## src/rtl/pattern_sel_ctrl.sv

```systemverilog
// Debounced button / auto-cycle controller for the VGA pattern generator's pattern_select.
// Every pattern change is deferred to the start of vertical sync so a frame never tears.
module pattern_sel_ctrl #(
  parameter int unsigned DEBOUNCE_CYC  = 252000,
  parameter int unsigned AUTO_FRAMES   = 120,
  parameter bit          VS_ACTIVE_LOW = 1'b1,
  parameter int unsigned NUM_PATTERNS  = 4
) (
  input  logic       clk,
  input  logic       rstn,
  input  logic       btn_next,
  input  logic       btn_auto,
  input  logic       i_vs,
  output logic [1:0] pattern_select,
  output logic       auto_mode,
  output logic       sel_changed
);

  localparam int unsigned DbW = $clog2(DEBOUNCE_CYC) + 1;
  localparam logic [DbW-1:0] DbMax    = DbW'(DEBOUNCE_CYC - 1);
  localparam logic [15:0]    FrameMax = 16'(AUTO_FRAMES - 1);
  localparam logic [1:0]     PatMax   = 2'(NUM_PATTERNS - 1);

  typedef enum logic [0:0] {StIdle, StPending} state_e;

  // Bit 0 is btn_next, bit 1 is btn_auto.
  logic [1:0]     btn_raw;
  logic [1:0]     sync1_q, sync2_q, level_q, level_dly_q;
  logic [DbW-1:0] db_cnt_q [2];
  logic [1:0]     press;
  logic           next_press, auto_press;

  logic           vs_act, vs_act_d_q, frame_edge;
  logic [15:0]    frame_cnt_q;
  logic           auto_req, request;

  state_e         state_q;
  logic [1:0]     pattern_q;
  logic           auto_mode_q, sel_changed_q;

  assign btn_raw = {btn_auto, btn_next};

  always_ff @(posedge clk or negedge rstn) begin
    if (!rstn) begin
      sync1_q     <= '0;
      sync2_q     <= '0;
      level_q     <= '0;
      level_dly_q <= '0;
      for (int i = 0; i < 2; i++) db_cnt_q[i] <= '0;
    end else begin
      sync1_q     <= btn_raw;
      sync2_q     <= sync1_q;
      level_dly_q <= level_q;
      for (int i = 0; i < 2; i++) begin
        if (sync2_q[i] == level_q[i]) begin
          db_cnt_q[i] <= '0;
        end else if (db_cnt_q[i] == DbMax) begin
          level_q[i]  <= sync2_q[i];
          db_cnt_q[i] <= '0;
        end else begin
          db_cnt_q[i] <= db_cnt_q[i] + DbW'(1);
        end
      end
    end
  end

  assign press      = level_q & ~level_dly_q;
  assign next_press = press[0];
  assign auto_press = press[1];

  assign vs_act     = VS_ACTIVE_LOW ? ~i_vs : i_vs;
  assign frame_edge = vs_act & ~vs_act_d_q;

  // Raised on the frame edge that completes the interval; lands one frame later.
  assign auto_req = auto_mode_q & frame_edge & (frame_cnt_q == FrameMax);
  assign request  = next_press | auto_req;

  always_ff @(posedge clk or negedge rstn) begin
    if (!rstn) begin
      vs_act_d_q  <= 1'b0;
      frame_cnt_q <= '0;
    end else begin
      vs_act_d_q <= vs_act;
      if (next_press || !auto_mode_q) begin
        frame_cnt_q <= '0;
      end else if (frame_edge) begin
        frame_cnt_q <= auto_req ? 16'd0 : frame_cnt_q + 16'd1;
      end
    end
  end

  always_ff @(posedge clk or negedge rstn) begin
    if (!rstn) begin
      state_q       <= StIdle;
      pattern_q     <= '0;
      auto_mode_q   <= 1'b0;
      sel_changed_q <= 1'b0;
    end else begin
      sel_changed_q <= 1'b0;
      if (auto_press) auto_mode_q <= ~auto_mode_q;
      unique case (state_q)
        StIdle: begin
          if (request) state_q <= StPending;
        end
        StPending: begin
          // Requests arriving while pending merge into this single advance.
          if (frame_edge) begin
            pattern_q     <= (pattern_q == PatMax) ? 2'd0 : pattern_q + 2'd1;
            sel_changed_q <= 1'b1;
            state_q       <= StIdle;
          end
        end
        default: state_q <= StIdle;
      endcase
    end
  end

  assign pattern_select = pattern_q;
  assign auto_mode      = auto_mode_q;
  assign sel_changed    = sel_changed_q;

endmodule
```

## config.mk

```make
export PLATFORM = sky130hd
export DESIGN_NAME = pattern_sel_ctrl
export DESIGN_NICKNAME = d
export VERILOG_FILES = /design/src/rtl/pattern_sel_ctrl.sv
export SDC_FILE = /design/constraint.sdc
export NUM_CORES = 1
export LEC_CHECK = 0
export CAP_MARGIN = 40
export CORE_ASPECT_RATIO = 1.75
export CORE_MARGIN = 3
export CORE_UTILIZATION = 40
export DETAILED_ROUTE_END_ITERATION = 7
export PLACE_DENSITY = 0.69
export SETUP_SLACK_MARGIN = 0.1
export SKIP_LAST_GASP = 1
export SYNTH_ARGS = -nofsm -noshare
export SYNTH_HDL_FRONTEND = slang
export SYNTH_SLANG_ARGS = --single-unit
```

## constraint.sdc

```tcl
create_clock -name clk -period 1.8 [get_ports clk]
set_input_delay 0.36 -clock clk [delete_from_list [all_inputs] [get_ports clk]]
set_output_delay 0.36 -clock clk [all_outputs]
set_load 0.01 [all_outputs]
```

==> results of run 1 <==
-- layer usage --
| metal | wire [um] | global-route usage | vias up |
|---|---|---|---|
| met5 | 0 | 0 | - |
| met4 | 194 | 0.0964 | 0 |
| met2 | 4240 | 0.300 | 33 |
| met1 | 2920 | 0.181 | 1374 |
| met3 | 157 | 0.0375 | 16 |
| li1 | - | - | 1316 |
-- layout by cell type, fill, tap and decap left out, types with 6 or more instances in the layout --
master and count:
clkbuf_16 9, dfrtp_1 63, nand2_1 18, or3_1 8
clkdlybuf4s50_1 6, o21ai_0 6, a21oi_1 6, nor2_2 17
buf_4 55, xor2_1 15, nor2_1 21, xnor2_1 20
buf_6 8, nand3_1 21, inv_1 7, nand4_1 12
-- final cells by class --
cell class	instances	area share
Multi-Input combinational cell	233	0.388
Tap cell	90	0.0250
Inverter	7	0.00583
Timing Repair Buffer	73	0.135
Clock inverter	4	0.0106
Sequential cell	68	0.379
Clock buffer	12	0.0569
-- cells in the mapped netlist, drive strengths merged, types with 3 or more instances --
| library cell | count |
|---|---|
| a21oi | 11 |
| a311oi | 4 |
| a31oi | 3 |
| and3 | 3 |
| and4 | 6 |
| buf | 4 |
| clkbuf | 8 |
| dfrtp | 68 |
| ha | 4 |
| inv | 7 |
| mux2 | 4 |
| nand2 | 18 |
| nand2b | 3 |
| nand3 | 21 |
| nand4 | 13 |
| nor2 | 41 |
| nor3 | 5 |
| nor4 | 8 |
| nor4b | 3 |
| o211ai | 5 |
| o21ai | 7 |
| o31ai | 6 |
| o41ai | 6 |
| or2 | 3 |
| or3 | 11 |
| or4 | 5 |
| xnor2 | 20 |
| xor2 | 15 |
-- power by group --
part	switching (mW)	internal (mW)	leakage (nW)	total [mW]
sequential	0.0361	1.57	0.921	1.61
combinational	0.125	0.129	0.780	0.254
clock	0.630	1.14	0.149	1.77
total	0.791	2.84	1.85	3.64
-- through the flow --
step | hold WS (ps) | TNS, ps | utilization | cell area [sq um]
4_1_cts | 354 | -1650 | 0.535 | 4260
6_report | 352 | -2530 | 0.566 | 4500
3_3_place_gp | 289 | -3120 | 0.481 | 3830
3_5_place_dp | 297 | -3530 | 0.481 | 3830
5_1_grt | 361 | -4390 | 0.566 | 4500
2_1_floorplan | 64.4 | -730 | - | 3320
-- state kept, by name, summed over array words and instances, names as in the netlist --
signal          cells
state_q             1
sel_changed         1
frame_cnt_q        16
sync1_q             2
vs_act_d_q          1
pattern_select      2
db_cnt_q           38
auto_mode           1
level_q             2
sync2_q             2
level_dly_q         2
-- path summary, 6_finish.rpt --
path	start	to	slack [ps]	cells past startpoint
setup reg to reg	frame_cnt_q[10]	frame_cnt_q[0]	-180	5
hold / removal	sync1_q[0]	sync2_q[0]	350	0
hold reg to reg	sync1_q[0]	sync2_q[0]	350	0
setup / recovery	frame_cnt_q[10]	frame_cnt_q[0]	-180	5
max in group asynchronous	rstn	frame_cnt_q[2]	700	3
min in group asynchronous	rstn	db_cnt_q[36]	480	2
-- logic make-up (layout without fill, tap and decap cells) --
kind of cell             count (synthesis)  after routing  share of synthesized area
multiplexers                             4              4                     0.0137
AO/OA/AOI/OAI                           45             45                     0.0996
AND/OR/NAND/NOR                        145            145                      0.236
buffers and inverters                   19             96                     0.0251
XOR/XNOR                                35             35                     0.0932
adder cells (fa/ha/maj)                  4              4                     0.0152
flip-flops                              68             68                      0.517
-- what timing repair did --
action	in CTS	in global routing
cloned	0	2
pin swaps	14	23
endpoints found under the setup margin	49	58
hold endpoints to repair	14	0
buffers inserted	5	9
hold buffers	1	0
resized for setup	17	51
==> results.cfg, run 1 <==
[finish]
area_growth_pct = 36.9
diodes = 0
drive_above_1_share = 0.353
multi_input_area_sq_um = 1750
fin_nets = 401
seq_area_sq_um = 1710
stdcell_count = 487
fill_cells = 640

[status]
violations = setup timing
status = finished, violations left

[routing]
drtIter0Drc = 228
vias = 2739
drcViolationCount = 0
firstDrtPassIters = 4
wl_per_cell_um = 15.4
antenna_left = 0
wl_um = 7510
vias_per_cell = 5.62

[floorplan]
core-area_sq_um = 7960
die_y_um = 126
dieArea_sq_um = 9390
rows = 43
die_w_um = 74.6
start_util = 0.413
pin_count = 9

[sta]
min_period_over_period = 1.10
relSlewSlack = 0.705
finalMaxSlewViolations = 0
worst_slew_pin_slew_ps = 436
skew_ps = 6.23
setup_violations = 32
worst_slack_ps = -175
fmax_ghz = 0.506
rsz0062_at_grt = yes
finalHoldViolations = 0
timing.final.crit_period_ps = 1980

[pwr]
power_density_nw_per_um2 = 807
ir_drop_v = 0.000625
p_leak_nw = 1.85
finalPower_mw = 3.64

[yosys]
syn-num-nets = 329
yosys_warnings = 0
synthesis.area_sq_um = 3290
ys_ff_latch = 68
synth_top_cell_area_share = 0.517
yosys.area.top_type = dfrtp_1
ys.flop_type = dfrtp_1
synth-edff-count = 0
synth.distinct_cells = 42
synth_area_leaders = dfrtp_1 52%, xnor2_1 5.3%, nor2_1 4.7%, xor2_1 4.0%, nand3_1 3.2%
ys_seq_area_frac = 0.517
synth_area_per_cell_sq_um = 10.3
synthCells = 320
synthArstFlopShare = 1.00

[critical_path]
crit_family = simple AND/OR/NAND/NOR gates
crit_path_cell_trace = or4b_1 -> or4_4 -> o21ai_4 -> buf_6 -> o31ai_2
max_stage_delay_ps = 560
path_max_fanout = 7
crit_buf_inv = 1
crit_path_top_delay_cell = or4_4
cp-end-kind = flop
critical_path_required_ps = 2010
arrival_ps = 2180
critical_path_class = flop to flop
crit_path_start_kind = flop

[placement]
dpl.hpwl_um = 5090
io_buffers = 8
dp_cells = 455
gp_congestion = 0.846
dp_slack_ps = -247

[grt]
antenna_found_initial = 0
grt_first_pass_wirelength_um = 12400
grt_pass1_vias = 2829
grt_max_degree = 55
grt_usage = 0.171
gr-total-overflow = 0

[clock_network]
cts.sinks = 68
clk_latency_ps = 330
cts_tree = done
path_clk_slew_ps = 60
clockBufferDepth = 2
cts_buffers = 9
htreeDepth = 3
cts_root_buffer = clkbuf_16

[hold_path]
hold_class = flop to flop

[flow_run]
drv_cap = 0
Power figures use the tool's default switching activity.
==> run 2, diff against run 1 <==
--- a/config.mk
+++ b/config.mk
@@ -5,14 +5,13 @@
 export SDC_FILE = /design/constraint.sdc
 export NUM_CORES = 1
 export LEC_CHECK = 0
-export CAP_MARGIN = 40
+export CAP_MARGIN = 20
 export CORE_ASPECT_RATIO = 1.75
 export CORE_MARGIN = 3
 export CORE_UTILIZATION = 40
 export DETAILED_ROUTE_END_ITERATION = 7
 export PLACE_DENSITY = 0.69
 export SETUP_SLACK_MARGIN = 0.1
-export SKIP_LAST_GASP = 1
 export SYNTH_ARGS = -nofsm -noshare
 export SYNTH_HDL_FRONTEND = slang
 export SYNTH_SLANG_ARGS = --single-unit
==> run 2 against run 1 <==
Net effect:
- the flow still finishes with violations (setup timing)
- clock skew barely moved
- sequential share of layout area shrank 0.063 points
- design area rose by 0.17%
- via count stayed put
- non-clock buffer count is the same
- clock power barely moved
- critical path depth unchanged
- fmax is essentially flat
- power grew 0.16%
- utilization grew 0.094 points
- clock-buffer cell count unchanged
- register-to-register slack is essentially flat
- critical endpoint unchanged
- largest cell class unchanged
==> results.cfg, run 2 (synthesis gave the netlist of run 1 again) <==
[status]
status = finished, violations left
violations = setup timing

[clock_network]
cts_tree = done
cts_buffers = 9
cts_root_buffer = clkbuf_16
path_clk_slew_ps = 60
clockBufferDepth = 2
clk_latency_ps = 330
htreeDepth = 3
cts.sinks = 68

[sta]
skew_ps = 6.23
worst_hold_slack_ps = 352
relSlewSlack = 0.705
worst_slew_pin_slew_ps = 436
setup_tns_ps = -2480
min_period_over_period = 1.10
finalHoldViolations = 0
timing.final.crit_period_ps = 1970
rsz0062_at_grt = yes
setup_violations = 32
finalMaxSlewViolations = 0
worst_slack_ps = -174
fmax_ghz = 0.507

[critical_path]
cp-end-kind = flop
crit-reg2reg-launch = frame_cnt_q[7]
crit_path_cell_trace = or4b_1 -> or4_4 -> o21ai_4 -> buf_6 -> o31ai_2
crit_buf_inv = 1
crit_path_top_delay_cell = or4_4
crit_cells = 5
crit_path_start_kind = flop
critical_path_class = flop to flop
r2r-end = frame_cnt_q[0]
reg2reg_depth = 5
path_max_fanout = 7
critical_path_required_ps = 2010
crit_family = simple AND/OR/NAND/NOR gates
max_stage_delay_ps = 560
arrival_ps = 2190
regToRegSetupSlack_ps = -170

[finish]
layout_commonest_cell = dfrtp_1
seq_area_sq_um = 1710
final_cell_mix = 63 x dfrtp_1, 55 x buf_4, 21 x nand3_1, 21 x nor2_1, 20 x xnor2_1
drive_above_1_share = 0.355
multi_input_area_sq_um = 1750
largest_reg_flops = 38
stdcell_count = 487
fin_nets = 401
regMostFlops = db_cnt_q
top_regs = db_cnt_q: 38 flops, frame_cnt_q: 16 flops
fin_area_sq_um = 4510
area_growth_pct = 37.1
fill_cells = 639
diodes = 0
finish.utilization = 0.567

[pwr]
ir_drop_v = 0.000635
seqPwrFrac = 0.442
p_leak_nw = 1.86
p_clk_frac = 0.488
comb_power_share = 0.070
swShare = 0.219
power_density_nw_per_um2 = 807
p_int_mw = 2.84
finalPower_mw = 3.64
p_switching_mw = 0.797

[floorplan]
start_util = 0.413
dieArea_sq_um = 9390
die_y_um = 126
core-area_sq_um = 7960
pin_count = 9
die_w_um = 74.6
rows = 43

[hold_path]
min_path_cells = 0
min_to = sync2_q[0]
hold_class = flop to flop
worstHoldStart = sync1_q[0]

[routing]
wl_um = 7520
vias = 2739
wl_per_cell_um = 15.4
drtIter0Drc = 245
drcViolationCount = 0
vias_per_cell = 5.62
antenna_left = 0
firstDrtPassIters = 4

[grt]
grt_first_pass_wirelength_um = 12400
grt_max_degree = 55
antenna_found_initial = 0
gr-total-overflow = 0
grt_pass1_vias = 2829
grt_usage = 0.171

[placement]
gp_congestion = 0.846
dp_slack_ps = -247
io_buffers = 8
dp_cells = 455
place_area_sq_um = 3830
dpl.hpwl_um = 5090

[flow_run]
drv_cap = 0
==> run 2: cell count changes in the layout (fill, tap and decap cells not counted) <==
cell     delta
o41ai_2     +1
o41ai_1     -1
==> run 2: what timing repair did <==
action,in CTS,in global routing
pin swaps,14,23
setup endpoints to repair,49,58
gates resized for setup,17,52
cloned,0,2
setup buffers,5,9
hold buffers,1,0
endpoints found under the hold margin,14,0
==> run 2: how the worst max path moves through the flow <==
stage,endpoint,from
6_report,frame_cnt_q[0],frame_cnt_q[7]
5_1_grt,frame_cnt_q[0],frame_cnt_q[7]
4_1_cts,frame_cnt_q[12],frame_cnt_q[10]
3_5_place_dp,frame_cnt_q[12],i_vs
3_3_place_gp,frame_cnt_q[0],i_vs
2_1_floorplan,frame_cnt_q[10],frame_cnt_q[11]
==> run 2: area by class of cell <==
type	count	area share
clock buffer	12	0.0568
clock inverter	4	0.0105
inverter	7	0.00582
multi-input combinational	233	0.389
sequential	68	0.379
tap	90	0.0250
timing repair buffer	73	0.134
==> run 2: power groups by stage <==
stage / Clock [mW] / Combinational, mW / Sequential, mW
after floorplan: 0 / 0.0851 / 1.64
after global placement: 0 / 0.220 / 1.63
after detailed placement: 0 / 0.227 / 1.63
after CTS: 1.82 / 0.235 / 1.61
after global routing: 1.90 / 0.289 / 1.61
final: 1.78 / 0.254 / 1.61
==> run 2: per-layer routing <==
metal / wire length (um) / GRT usage / up-vias
met5: 0 / 0 / -
met4: 232 / 0.0964 / 0
met3: 167 / 0.0375 / 18
met2: 4210 / 0.300 / 40
met1: 2910 / 0.181 / 1365
li1: - / - / 1316
==> RTL edit: new RTL, settings of run 2 <==
One comparison of `frame_cnt_q` changes from == to >=.
--- a/src/rtl/pattern_sel_ctrl.sv
+++ b/src/rtl/pattern_sel_ctrl.sv
@@ -74,3 +74,3 @@
   // Raised on the frame edge that completes the interval; lands one frame later.
-  assign auto_req = auto_mode_q & frame_edge & (frame_cnt_q == FrameMax);
+  assign auto_req = auto_mode_q & frame_edge & (frame_cnt_q >= FrameMax);
   assign request  = next_press | auto_req;
Function: same outputs for any inputs over 10 cycles, from zero or initial values and one cycle with rstn low; that may be too few to reach the edited logic, so the function may still have changed.
==> RTL edit against run 2 <==
- area after synthesis down 3.2%
- critical path type unchanged
- final cell count shrank 8.4%
- non-clock buffer count fell by 27
- wire length decreased by 17%
- sequential power about the same
- count of clock-buffer cells in the layout decreased by 2
- sequential cell count stayed put
- design area shrank 9.8%
- sequential share of layout area rose by 4.0 points
- largest cell class is now sequential cells
- power is 5.0% higher
- setup slack better by 250 ps
==> RTL edit: results (changes against run 2) <==
[place]
dpl.hpwl_um=4300  ; -16%
globalplace.congestion=0.882  ; +4.4%
placed_area_um2=3650  ; -4.6%
placed_cells=426  ; -6.4%
port_buffers=8  ; unchanged
dp_slack_ps=-16.1  ; +230 ps

[global_routing]
grtUsageTotal_pct=15.7  ; -1.4 points
use_met3_pct=3.47  ; -0.28 points
grt.met2_usage_pct=27.5  ; -2.5 points
grt_max_degree=69  ; +25%
met1_usage_pct=17.2  ; -0.94 points
grt_pass1_wl_um=11000  ; -12%

[setup_path]
path_max_fanout=4  ; -3
r2r_setup_slack_ps=70  ; +250 ps
crit_arrival_ps=1990  ; -200 ps
startpoint=db_cnt_q[0]$_DFF_PN0_
crit_end=db_cnt_q[18]$_DFF_PN0_

[power_and_ir_drop]
p_leak_nw=1.72  ; -7.5%
p_total_mw=3.82  ; +5.0%
p_sw_share_pct=20.3  ; -1.6 points
ir_worst_vdd_uv=655  ; +3.1%
p_clk_share_pct=51.9  ; +3.1 points

[timing]
worst_hold_slack_ps=46.1  ; -306 ps
skew_ps=8.68  ; +2.44 ps
period_needed_ps=1730  ; -246 ps
relSlewSlack_pct=72.7  ; +2.2 points

[clock_network]
cts_resized=0  ; -17
cts_setup_buffers=1  ; -4

[detailed_routing]
drt-met1-wl_um=2550  ; -13%
drt_iter0_markers=120  ; -51%
vias=2399  ; -12%
routed-wl-met2_um=3390  ; -19%
wl_met3_um=141  ; -16%
wl_um=6240  ; -17%

[synth]
syn_area_per_cell_um2=10.5  ; +1.9%
synth_common_cells=dfrtp_1, nor2_1, xnor2_1, nand3_1, nand2_1
syn-num-nets=313  ; -4.9%
synth-seq-area-share_pct=53.4  ; +1.7 points
synthArstFlopShare_pct=100  ; unchanged
ys_types=35  ; -17%
synth_area_leaders=dfrtp_1, xnor2_1, nor2_1

[outcome]
status=completed

[finish]
final_util_pct=53.0  ; -3.6 points
seq_cell_count=68  ; unchanged
seq-cell-share_pct=41.9  ; +4.0 points
buf_share_pct=9.96  ; -3.5 points
instances_no_fill=446  ; -8.4%
num-nonclk-buffers=46  ; -37%
final_cell_area_um2=4070  ; -9.8%
nNetsFinal=362  ; -9.7%
nClkBuffers=10  ; -2
final-clk-cell-share_pct=8.39  ; +1.7 points
final_layout_size_suffix_gt1_share_pct=22.9  ; -13 points
num-fill-cells=656  ; +2.7%
multi_input_area_um2=1480  ; -15%

[min_path]
hold_path_class=in -> async

[RTL edit: cell count changes after synthesis, sizes merged, moves of 4 or more]
| cell | run 2 | this run |
|---|---|---|
| a21oi | 11 | 7 |
| a31oi | 3 | 9 |
| and2 | 2 | 6 |
| nand3 | 21 | 16 |
| nand4 | 13 | 17 |
| nor2 | 41 | 52 |
| nor3 | 5 | 9 |
| o211ai | 5 | 1 |
| o41ai | 6 | 0 |
| or3 | 11 | 6 |
| xnor2 | 20 | 25 |
[RTL edit: logic make-up (layout without fill, tap and decap cells)]
logic type,after synthesis,after routing,share of synthesized area (%)
AOI/OAI and AO/OA,28,28,6.44
DFF,68,68,53.4
adders and majority gates,4,4,1.57
xor gates and xnor gates,37,37,10.2
buffers and inverters,15,69,1.96
muxes,4,4,1.41
and+or+nand+nor,148,148,25.0
[RTL edit: worst max-delay path, stage by stage, from the launching register on]
cell	delay [ps]
dfrtp_1	390
ha_4	190
nand4_4	100
or4_4	540
or3_1	320
a21oi_1	120
